File: config.mk
export PLATFORM = sky130hd
export DESIGN_NAME = fft_stage_sequencer
export DESIGN_NICKNAME = d
export VERILOG_FILES = /design/src/rtl/fft_stage_sequencer.sv
export SDC_FILE = /design/constraint.sdc
export NUM_CORES = 1
export LEC_CHECK = 0
export CORE_MARGIN = 1.5
export CORE_UTILIZATION = 58
export CTS_CLUSTER_SIZE = 16
export DETAILED_ROUTE_END_ITERATION = 8
export PLACE_DENSITY = 0.81
export SETUP_SLACK_MARGIN = 0.4
export SLEW_MARGIN = 20
export SYNTH_ARGS = -nofsm -noshare
export SYNTH_HDL_FRONTEND = slang
export SYNTH_SLANG_ARGS = --single-unit
File: constraint.sdc
create_clock -name clk -period 4.9 [get_ports clk]
set_clock_uncertainty 0.1 [all_clocks]
set_input_delay 1.225 -clock clk [delete_from_list [all_inputs] [get_ports clk]]
set_output_delay 1.225 -clock clk [all_outputs]
set_load 0.01 [all_outputs]
File: src/rtl/fft_stage_sequencer.sv
// fft_stage_sequencer
//   Address and control sequencer for an in-place radix-2 DIT FFT held in a
//   single data BRAM. After a start pulse it walks every stage, issuing one
//   butterfly read (A/B operand addresses plus twiddle index) per accepted
//   handshake. It replays each A/B pair to the write port a fixed BF_LATENCY
//   cycles later. Between stages it waits for the last write-back so that no
//   read of stage s+1 can overtake a write of stage s.
//
// Ports
//   clk, rst_n                 rising-edge clock, asynchronous active-low reset
//   i_start                    start pulse, honoured only while idle
//   o_busy, o_done             transform in progress / one-cycle completion
//   o_rd_valid, i_rd_ready     butterfly read handshake
//   o_rd_addr_a, o_rd_addr_b   operand addresses
//   o_tw_addr                  twiddle ROM index
//   o_stage                    current stage index
//   o_wr_en                    write-back strobe
//   o_wr_addr_a, o_wr_addr_b   write-back addresses
module fft_stage_sequencer #(
  parameter int FFT_SIZE    = 1024,
  parameter int BF_LATENCY  = 4,
  // Derived widths; for a power-of-two size these are log2(N) and the bits
  // needed to hold a stage index 0..log2(N)-1. Leave at their defaults.
  parameter int ADDR_WIDTH  = $clog2(FFT_SIZE),
  parameter int STAGE_WIDTH = $clog2(ADDR_WIDTH)
) (
  input  logic                   clk,
  input  logic                   rst_n,
  input  logic                   i_start,
  output logic                   o_busy,
  output logic                   o_done,
  output logic                   o_rd_valid,
  input  logic                   i_rd_ready,
  output logic [ADDR_WIDTH-1:0]  o_rd_addr_a,
  output logic [ADDR_WIDTH-1:0]  o_rd_addr_b,
  output logic [ADDR_WIDTH-2:0]  o_tw_addr,
  output logic [STAGE_WIDTH-1:0] o_stage,
  output logic                   o_wr_en,
  output logic [ADDR_WIDTH-1:0]  o_wr_addr_a,
  output logic [ADDR_WIDTH-1:0]  o_wr_addr_b
);

  // Butterfly index k counts 0..N/2-1 within a stage.
  localparam int KW = ADDR_WIDTH - 1;
  localparam int DW = $clog2(BF_LATENCY + 1);

  localparam logic [KW-1:0]          K_LAST = KW'(FFT_SIZE / 2 - 1);
  localparam logic [STAGE_WIDTH-1:0] S_LAST = STAGE_WIDTH'(ADDR_WIDTH - 1);
  localparam logic [DW-1:0]          D_LAST = DW'(BF_LATENCY - 1);

  typedef enum logic [1:0] {IDLE, RUN, DRAIN, DONE} state_t;

  typedef struct packed {
    logic [ADDR_WIDTH-1:0] a;
    logic [ADDR_WIDTH-1:0] b;
    logic [ADDR_WIDTH-2:0] tw;
  } req_t;

  typedef struct packed {
    logic                  valid;
    logic [ADDR_WIDTH-1:0] a;
    logic [ADDR_WIDTH-1:0] b;
  } wb_t;

  state_t                 state_q, state_d;
  logic [STAGE_WIDTH-1:0] stage_q;
  logic [KW-1:0]          k_q;
  logic [DW-1:0]          drain_q;
  req_t                   req_q;
  wb_t                    pipe_q [BF_LATENCY];

  logic xfer, k_last, s_last, d_last;

  assign xfer   = (state_q == RUN) && i_rd_ready;
  assign k_last = (k_q == K_LAST);
  assign s_last = (stage_q == S_LAST);
  assign d_last = (drain_q == D_LAST);

  // half = 2^s, pos = k mod half, grp = k / half.
  // A = grp*2*half + pos, B = A + half, twiddle = pos * N/(2*half).
  function automatic req_t calc_req(input logic [STAGE_WIDTH-1:0] s,
                                    input logic [KW-1:0] k);
    logic [ADDR_WIDTH-1:0] kk, half, pos, grp, tw_full;
    int unsigned           sh;
    req_t                  r;
    sh      = 32'(s);
    kk      = {1'b0, k};
    half    = ADDR_WIDTH'(1) << sh;
    pos     = kk & (half - ADDR_WIDTH'(1));
    grp     = kk >> sh;
    r.a     = (grp << (sh + 1)) | pos;
    r.b     = r.a + half;
    tw_full = pos << (ADDR_WIDTH - 1 - sh);
    r.tw    = tw_full[ADDR_WIDTH-2:0];
    return r;
  endfunction

  // NOTE: sequential state uses non-blocking assignments so every register
  // samples pre-edge values regardless of block evaluation order.
  always_ff @(posedge clk or negedge rst_n) begin
    if (!rst_n) state_q <= IDLE;
    else        state_q <= state_d;
  end

  // NOTE: state_d gets a default before the case so no path leaves it
  // unassigned, which would otherwise infer a latch.
  always_comb begin
    state_d = state_q;
    case (state_q)
      IDLE:    if (i_start) state_d = RUN;
      RUN:     if (xfer && k_last) state_d = DRAIN;
      DRAIN:   if (d_last) state_d = s_last ? DONE : RUN;
      DONE:    state_d = IDLE;
      default: state_d = IDLE;
    endcase
  end

  // Stage/butterfly counters and the registered read request. The request
  // is only reloaded on entry to RUN or on a non-final transfer, so it holds
  // its last value during stalls, DRAIN, DONE and IDLE.
  always_ff @(posedge clk or negedge rst_n) begin
    if (!rst_n) begin
      stage_q <= '0;
      k_q     <= '0;
      drain_q <= '0;
      req_q   <= '0;
    end else begin
      case (state_q)
        IDLE: begin
          if (i_start) begin
            stage_q <= '0;
            k_q     <= '0;
            req_q   <= calc_req('0, '0);
          end
        end
        RUN: begin
          if (xfer) begin
            k_q     <= k_q + 1'b1;
            drain_q <= '0;
            if (!k_last) req_q <= calc_req(stage_q, k_q + 1'b1);
          end
        end
        DRAIN: begin
          drain_q <= drain_q + 1'b1;
          if (d_last && !s_last) begin
            stage_q <= stage_q + 1'b1;
            k_q     <= '0;
            req_q   <= calc_req(stage_q + 1'b1, '0);
          end
        end
        default: ;
      endcase
    end
  end

  // Fixed-latency write-back delay line; never stalls, so the butterfly
  // datapath behind it must have exactly BF_LATENCY cycles of latency.
  // NOTE: the whole delay line is reset, addresses included, because its
  // last entry drives the write-address outputs directly and those must be
  // zero out of reset, not just the valid bits.
  always_ff @(posedge clk or negedge rst_n) begin
    if (!rst_n) begin
      for (int i = 0; i < BF_LATENCY; i++) pipe_q[i] <= '0;
    end else begin
      pipe_q[0] <= '{valid: xfer, a: req_q.a, b: req_q.b};
      for (int i = 1; i < BF_LATENCY; i++) pipe_q[i] <= pipe_q[i-1];
    end
  end

  assign o_busy      = (state_q != IDLE);
  assign o_done      = (state_q == DONE);
  assign o_rd_valid  = (state_q == RUN);
  assign o_rd_addr_a = req_q.a;
  assign o_rd_addr_b = req_q.b;
  assign o_tw_addr   = req_q.tw;
  assign o_stage     = stage_q;
  assign o_wr_en     = pipe_q[BF_LATENCY-1].valid;
  assign o_wr_addr_a = pipe_q[BF_LATENCY-1].a;
  assign o_wr_addr_b = pipe_q[BF_LATENCY-1].b;

endmodule

==> results of run 1 <==
## sequential cells by signal (all words and copies together), names as in the netlist
signal and cells:
o_wr_en 1, state_q 2, o_rd_addr_a 10, k_q 9
o_rd_addr_b 10, pipe_q 63, o_wr_addr_b 10, o_wr_addr_a 10
drain_q 3, o_stage 4, o_tw_addr 9
## layout by cell type (no fill, tap or decap), types with 12 or more instances in the layout
master / netlist / layout
sky130_fd_sc_hd__a21oi_1: 28 / 25
sky130_fd_sc_hd__nor2_1: 25 / 25
sky130_fd_sc_hd__clkbuf_16: 0 / 16
sky130_fd_sc_hd__nand2_1: 76 / 76
sky130_fd_sc_hd__nand3_1: 14 / 14
sky130_fd_sc_hd__ha_1: 30 / 26
sky130_fd_sc_hd__o21ai_0: 49 / 44
sky130_fd_sc_hd__dfrtp_1: 131 / 124
sky130_fd_sc_hd__clkdlybuf4s50_1: 0 / 59
sky130_fd_sc_hd__buf_4: 22 / 34
sky130_fd_sc_hd__nor3_1: 14 / 12
sky130_fd_sc_hd__inv_1: 23 / 23
## stage by stage
step / setup slack (ns) / hold WS [ns] / area, sq um / util, %
after floorplan: 0.4237 / 0.2312 / 6520 / -
after global placement: 0.3085 / 0.2312 / 7187 / 66.01
after detailed placement: 0.1469 / 0.2347 / 7187 / 66.01
after CTS: 0.4001 / 0.2481 / 7858 / 72.17
after global routing: 0.3397 / 0.2518 / 7964 / 73.14
final: 0.4978 / 0.2469 / 7964 / 73.14
## kinds of logic after synthesis
group	after synthesis
xor gates and xnor gates	16
and+or+nand+nor	177
AOI/OAI and AO/OA	191
buffers and inverters	81
DFF	131
adders and majority gates	31
muxes	6
## where the power goes
part           total [mW]  internal, mW  switching (mW)  leakage (nW)
Combinational        2.45         0.952            1.50          1.52
Sequential           1.59          1.40           0.189          1.78
Clock                1.28         0.740           0.542         0.288
## area by class of cell
type	count	area [sq um]
sequential	131	3287
multi-input combinational	421	2953
fill	690	2924
timing repair buffer	95	870.8
clock buffer	17	414.1
tap	140	175.2
clock inverter	15	170.2
inverter	25	93.84
## repair_timing
action / in CTS / in global routing
buffers inserted: 4 / 7
pin swaps: 2 / 11
endpoints found under the setup margin: 3 / 2
hold endpoints to repair: 0 / 0
resized for setup: 15 / 15
## metal layers
layer	part of all wire (%)	up-vias
met5	0	-
met4	4.7	0
met3	6.6	78
met2	48	309
met1	41	2681
li1	-	2398
## worst max path at each step
stage	endpoint	slack, ns	start
floorplan	o_rd_addr_b[9]	0.42	o_stage[0]
global placement	o_rd_addr_b[9]	0.31	k_q[0]
detailed placement	o_rd_addr_b[9]	0.15	k_q[0]
CTS	o_rd_addr_b[9]	0.40	k_q[2]
global route	o_rd_addr_b[9]	0.34	k_q[1]
finish	o_rd_addr_b[9]	0.50	k_q[1]
==> results.md, run 1 <==
Outcome:
- The flow ran to the end, and the final reports show no timing, DRC or antenna violations.

Die:
- For this configuration, the core starts out at a cell density of 59.88%.
- The die is 109.0 microns wide.
- The core outline area is 0.01089 sq mm.
- During I/O placement, the number of pins put on the boundary was 61.
- The standard-cell row count is 38.
- The vertical die dimension is 109.0 microns.
- The area enclosed by the die boundary is 0.01189 sq mm.

Synthesis:
- Synthesis inferred 131 register bits.
- The area fraction in and, or, nand and nor cells after synthesis is 12.93%.
- Among all flip-flop cells after synthesis, the most frequent one is sky130_fd_sc_hd__dfrtp_1.
- The share of the Yosys chip area taken by registers is 50.28%.
- Counting every instance in the synthesized netlist gives 633.
- In the synthesized netlist the async set-or-reset flop fraction comes to 100.0%.
- After synthesis, the largest family of logic cells by area is compound AO/OA/AOI/OAI gates.
- The top cell type by area accounts for 50.28% of the synthesized area.
- The total of warnings raised by yosys is 0.
- The most common cell in the synthesized netlist is sky130_fd_sc_hd__dfrtp_1.
- Of the total synthesized cell area, the portion taken by XOR and XNOR cells is 2.149%.
- Counting instances in the post-synthesis netlist gives the leading cell types as sky130_fd_sc_hd__dfrtp_1 (131), sky130_fd_sc_hd__nand2_1 (76), sky130_fd_sc_hd__o21ai_0 (49).
- The synthesized net count is 668.
- In this run, synthesis inferred 0 flip-flops with an integrated enable.
- The cell taking the most area after synthesis is sky130_fd_sc_hd__dfrtp_1.
- Summing the areas of all fa, ha and maj instances in the mapped netlist gives 6.064% of the synthesized area.
- The mean cell area of the mapped netlist is 10.30 sq um.
- The compound-cell area share of the yosys netlist is 21.44%.
- The number of library cell types mapped by synthesis is 72.
- The mapped netlist covers 0.006520 sq mm.
- In the post-synthesis netlist, the biggest area contributors are sky130_fd_sc_hd__dfrtp_1 (50%), sky130_fd_sc_hd__ha_1 (5.8%), sky130_fd_sc_hd__nand2_1 (4.4%).
- The multiplexer fraction of the synthesized cell area is 1.113%.

Pwr:
- The worst vdd rail ir drop is 439.1 uV.
- In this run the static leakage power is 3.585 nW.
- The power per standard cell area is 668.6 mW/mm^2.
- The design draws 5.325 mW.

STA:
- Setup violations remaining at the end of the flow were counted as 0.
- The transition time of the tightest slew-check pin is 0.8392 ns.
- For this run, the top clock speed supported by timing is 227.2 MHz.
- For the final routed database, the setup TNS stands at 0 ns.
- Dividing the final minimum period by the clock period gives 89.84%.
- The number of max-slew violations in the final report is 0.
- The final critical path time including I/O delays and setup is 4.402 ns.
- In this run the tightest slew margin relative to its limit is 44.05%.
- Setup repair after global routing left no endpoint under its margin.
- The final hold violation count was 0.

Global route:
- Global routing used 33.17% of the available tracks.
- Global routing finished with a remaining overflow of 0.
- The first global-routing pass estimated 29.14 mm of wire.
- In the global route stage, met2 resource usage came out at 54.15%.
- The layer flagged by global routing as most heavily used is met2.
- Entering global routing, the biggest net connects 71 pins.
- The number of antenna violations at the first check in global routing is 0.
- For met3 alone, demand over resource in global routing was 7.412%.
- The via count of the first global-routing pass is 5378.
- For met1 alone, demand over resource in global routing was 41.23%.

Setup path:
- The worst-case register-to-register setup slack is 0.50 ns.
- The delay contributed by the slowest stage of the critical path is 0.51 ns.
- The critical path buffer and inverter count is 0.
- The required time of the worst setup path is 5.28 ns.
- The type of the setup path with the least slack is reg -> reg.
- The kind of capture point of the worst setup path is a flip-flop.
- Data arrives at the worst endpoint at 4.78 ns.
- The worst register-to-register path begins at k_q[1].
- The standard cell with the maximum stage delay on the critical path is sky130_fd_sc_hd__mux4_2.
- The worst register-to-register path ends at o_rd_addr_b[9].
- The type of element launching the critical path is a flip-flop.
- The signal on the critical path passes through ha_4, nand3_2, xor2_1, mux4_2, o221a_1, a31oi_4, nor2_1, or3_1, a31oi_1, ha_1, nor3_2, nor2_1, a31o_2, a21oi_4, xnor2_2, or2_2, o311a_1, nand2_1.
- The maximum fanout count along the critical path is 6.
- The critical path crosses 18 cells after its start point.
- The depth of the worst register-to-register path is 18.
- The family of cells with the greatest summed delay on the critical path is compound AO/OA/AOI/OAI gates.
- The most frequent cell on the critical path is sky130_fd_sc_hd__nor2_1.

Layout:
- The net count of the finished layout is 726.
- The synthesis-to-layout area growth is 22.15%.
- The number of antenna cells inserted is 0.
- The share of post-route cells with drive strength above 1 is 15.06%.
- The final cell count without fillers is 844.

CTS:
- Counting along the longest clock path gives a buffer depth of 2.
- The clock tree root driver cell is sky130_fd_sc_hd__clkbuf_8.
- The CTS tree is built.
- The H-tree depth is 4.
- The number of buffers added by the clock tree synthesis step is 17.
- Buffers inserted to repair hold after CTS numbered 0.
- The clock sink total is 131.
- Clock-pin slew was measured on the worst setup and hold paths at 0.07 ns.
- The insertion delay to the later sink of the worst-skew pair is 0.54 ns.

Drt:
- The routed length per instance is 22.19 microns.
- The total number of vias is 5466.
- The first routing iteration left 419 violations.
- The remaining antenna violation count is 0.
- The total iterations of the first detailed-routing run is 9.
- For this run, design rule violations remaining after detail routing come to 0.
- Dividing the detail-routed via count by the number of cells gives 6.476.
- Summed over all layers, the routed wires come to 18.73 mm.

Placement:
- The total of buffers placed on input and output ports is 60.
- The number of placed instances, taps included, is 801.
- At the end of routability-driven placement, the weighted congestion stood at 0.9864.
- The half-perimeter wire length of the detailed placement result is 12.26 mm.

Min path:
- The worst hold endpoint is o_wr_addr_a[4].
- In this run the most critical hold path is launched from pipe_q[35].
- In this run the worst hold path is classified as reg -> reg.
- Along the worst hold path, the cell count comes to 0.

Run:
- The max capacitance violation total is 0.
Power figures use the tool's default switching activity.
==> inputs of run 2 (changes only) <==
CORE_MARGIN = not set   (was 1.5)
==> results.md, run 2 (synthesized netlist as in run 1, its figures left out) <==
Global route:
- In this run the most used layer during global routing was met2.
- The pin count of the biggest net entering global routing is 74.
- For this run, the total global-route usage over all layers was measured as 36.15%.
- The fraction of met2 tracks used by global routing is 57.55%.
- The global-route wire length before repair is 30.82 mm.
- The number of antenna violations at the first check in global routing is 0.
- Global routing used 8.017% of the available met3 tracks.
- The via count of the first global-routing pass was 5525.
- Global routing used 45.38% of the available met1 tracks.
- After global routing the overflow that remains totals 0.

Layout:
- The number of nets in the layout is 734.
- The register with the most flip-flops in the layout has 63 of them.
- Summing all non-filler instances in the final layout gives an area of 0.008071 sq mm.
- Counting the fill cells in the layout gives 683.
- 0 antenna diodes ended up in the layout.
- The top cell types in the final layout, fill and taps aside, are sky130_fd_sc_hd__dfrtp_1 (123), sky130_fd_sc_hd__nand2_1 (74), sky130_fd_sc_hd__clkdlybuf4s50_1 (59).
- At the end of the flow the core is filled with cells to 74.13%.
- Across the whole layout, storage elements account for 0.003288 sq mm.
- Leaving out fill and tap cells, the most frequent cell in the layout is sky130_fd_sc_hd__dfrtp_1.
- The synthesis-to-layout area growth is 23.80%.
- The most flop-heavy register is pipe_q.
- The multi-input combinational cells in the finished layout cover a total of 0.002999 sq mm.
- The share of post-route cells with drive strength above 1 is 17.32%.

Drt:
- The pre-antenna-repair detailed-routing pass consisted of 5 iterations.
- Detailed routing inserted a total of 5649 vias.
- The count of unresolved DRC violations after routing is 0.
- The initial detailed-routing violation count is 542.
- Dividing the detail-routed wire length by the instance count gives 24.01 microns.
- Once detail routing completed, the nets flagged for antenna violations numbered 0.
- The vias per cell is 6.646.
- Summed over all layers, the routed wires come to 20.41 mm.

CTS:
- The insertion delay to the later sink of the worst-skew pair is 0.53 ns.
- The H-tree depth is 4.
- The number of buffers added by the clock tree synthesis step is 17.
- The maximum clock insertion buffer count is 2.
- TritonCTS built the clock tree.
- Clock-pin slew was measured on the worst setup and hold paths at 0.06 ns.
- The clock tree root driver cell is sky130_fd_sc_hd__clkbuf_8.
- The clock sink total is 131.

Setup path:
- The worst-case register-to-register setup slack is 0.39 ns.
- The type of the setup path with the least slack is reg -> reg.
- The data arrival time at the worst-slack endpoint is 4.88 ns.
- In this run the critical register-to-register path is captured at o_rd_addr_b[9].
- The required time of the worst setup path is 5.26 ns.
- The kind of capture point of the worst setup path is a flip-flop.
- In this run the critical register-to-register path is launched from k_q[1].
- The type of element launching the critical path is a flip-flop.
- The end point of the critical path is o_rd_addr_b[9].
- In this run the worst path has a maximum fanout of 8.
- The depth of the worst register-to-register path is 19.
- The start point of the critical path is k_q[1].

STA:
- In this run the tightest slew margin relative to its limit is 42.33%.
- Setup repair after global routing left no endpoint under its margin.
- The transition time of the tightest slew-check pin is 0.8651 ns.
- For the final routed database, the setup TNS stands at 0 ns.
- The portion of the clock cycle consumed by the worst path in the final layout is 92.12%.
- Static timing analysis puts the maximum clock frequency at 221.5 MHz.
- The count of final setup violators is 0.
- The number of max-slew violations in the final report is 0.
- The final hold violation count came to 0.
- Subtracting the final worst setup slack from the clock period gives 4.514 ns.

Placement:
- Summing all placed instances gives a cell area of 0.007204 sq mm.
- Summed over all nets, the half-perimeter wirelength after detailed placement is 13.09 mm.
- Port buffering added 60 buffers.
- Routability-driven placement finished with a final weighted congestion of 0.9770.

Pwr:
- In this run the power density over the cells is 674.1 mW/mm^2.
- The leakage power figure is 3.619 nW.
- The worst vdd rail ir drop is 381.7 uV.

Outcome:
- The run finished with clean final reports.

Die:
- The standard-cell row count is 38.
- The die covers 0.01167 sq mm.
- In this run the count of I/O pins placed on the die edge is 61.
- The die outline width is 108.0 microns.
- From bottom edge to top edge, the die measures 108.0 microns.
- The initial core utilization is 59.88%.
- The core outline area is 0.01089 sq mm.

Run:
- Across the run, the number of max-cap violations was 0.

Min path:
- The class of the tightest hold or removal check is reg -> reg.
-- run 2: cell types whose count changed in the layout (fill, tap and decap cells not counted), sizes merged --
cell,before,now
buf,35,44
inv,30,26
clkbuf,18,19
clkinv,7,4
bufinv,2,3
clkinvlp,1,3
-- run 2: metrics by stage --
stage | total power [mW] | hold WS (ns) | setup WS, ns | std cells
CTS | 5.257 | 0.2451 | 0.4258 | 842
finish | 5.441 | 0.2445 | 0.3863 | 850
floorplan | 3.004 | 0.2312 | 0.4237 | 633
global placement | 3.730 | 0.2318 | 0.2564 | 805
global route | 5.656 | 0.2453 | 0.2262 | 850
detailed placement | 3.830 | 0.2347 | 0.1051 | 805
-- run 2: worst max-delay path: stages, from the launching register on --
cell and delay (ns):
sky130_fd_sc_hd__dfrtp_2 0.43, sky130_fd_sc_hd__ha_4 0.22, sky130_fd_sc_hd__nand3_1 0.12, sky130_fd_sc_hd__nor2_2 0.15
sky130_fd_sc_hd__ha_4 0.25, sky130_fd_sc_hd__nand2b_1 0.18, sky130_fd_sc_hd__o311a_4 0.15, sky130_fd_sc_hd__o311ai_4 0.36
sky130_fd_sc_hd__o221ai_1 0.19, sky130_fd_sc_hd__o21ai_1 0.17, sky130_fd_sc_hd__o21ai_1 0.13, sky130_fd_sc_hd__ha_1 0.40
sky130_fd_sc_hd__nand3_1 0.22, sky130_fd_sc_hd__o2111ai_2 0.28, sky130_fd_sc_hd__a31o_2 0.23, sky130_fd_sc_hd__a21oi_4 0.06
sky130_fd_sc_hd__xnor2_2 0.17, sky130_fd_sc_hd__or2_4 0.25, sky130_fd_sc_hd__o311a_1 0.29, sky130_fd_sc_hd__nand2_1 0.08
-- run 2: report_power, final --
part	switching, mW	total [mW]	leakage [nW]	internal (mW)
sequential	0.201	1.60	1.78	1.40
combinational	1.56	2.54	1.55	0.977
clock	0.496	1.30	0.283	0.801
total	2.26	5.44	3.62	3.18
-- run 2: area by class of cell --
class	count	area share, %
clock buffers	19	5.472
clock inverters	11	1.891
inverters	25	1.163
multi-input cells	421	37.16
flip-flops and latches	131	40.74
well taps	140	2.170
repair buffers	103	11.41
-- run 2: how the worst min path moves through the flow --
stage	cells past startpoint	from	endpoint	slack, ns
2_1_floorplan	0	pipe_q[31]	o_wr_addr_a[0]	0.23
6_report	0	pipe_q[72]	pipe_q[51]	0.24
3_3_place_gp	0	pipe_q[52]	pipe_q[31]	0.23
5_1_grt	0	pipe_q[69]	pipe_q[48]	0.25
4_1_cts	0	pipe_q[72]	pipe_q[51]	0.25
3_5_place_dp	0	pipe_q[32]	o_wr_addr_a[1]	0.23
-- run 2: what timing repair did --
item                                    in CTS  in global routing
hold endpoints to repair                     0                  0
buffers inserted                             7                  8
resized for setup                           16                 27
pin swaps                                    4                  8
hold buffers                                 0                  0
endpoints found under the setup margin       3                  3
-- run 2: routing by layer --
metal | part of all wire, % | vias up
met2 | 48 | 364
met5 | 0 | -
met4 | 5.8 | 0
met3 | 8.0 | 105
met1 | 39 | 2761
li1 | - | 2419
==> inputs of run 3 (changes only) <==
GPL_ROUTABILITY_DRIVEN = 1   (was not set)
==> results of run 3 <==
The final DEF is identical to that of run 2; final timing and power are the same.
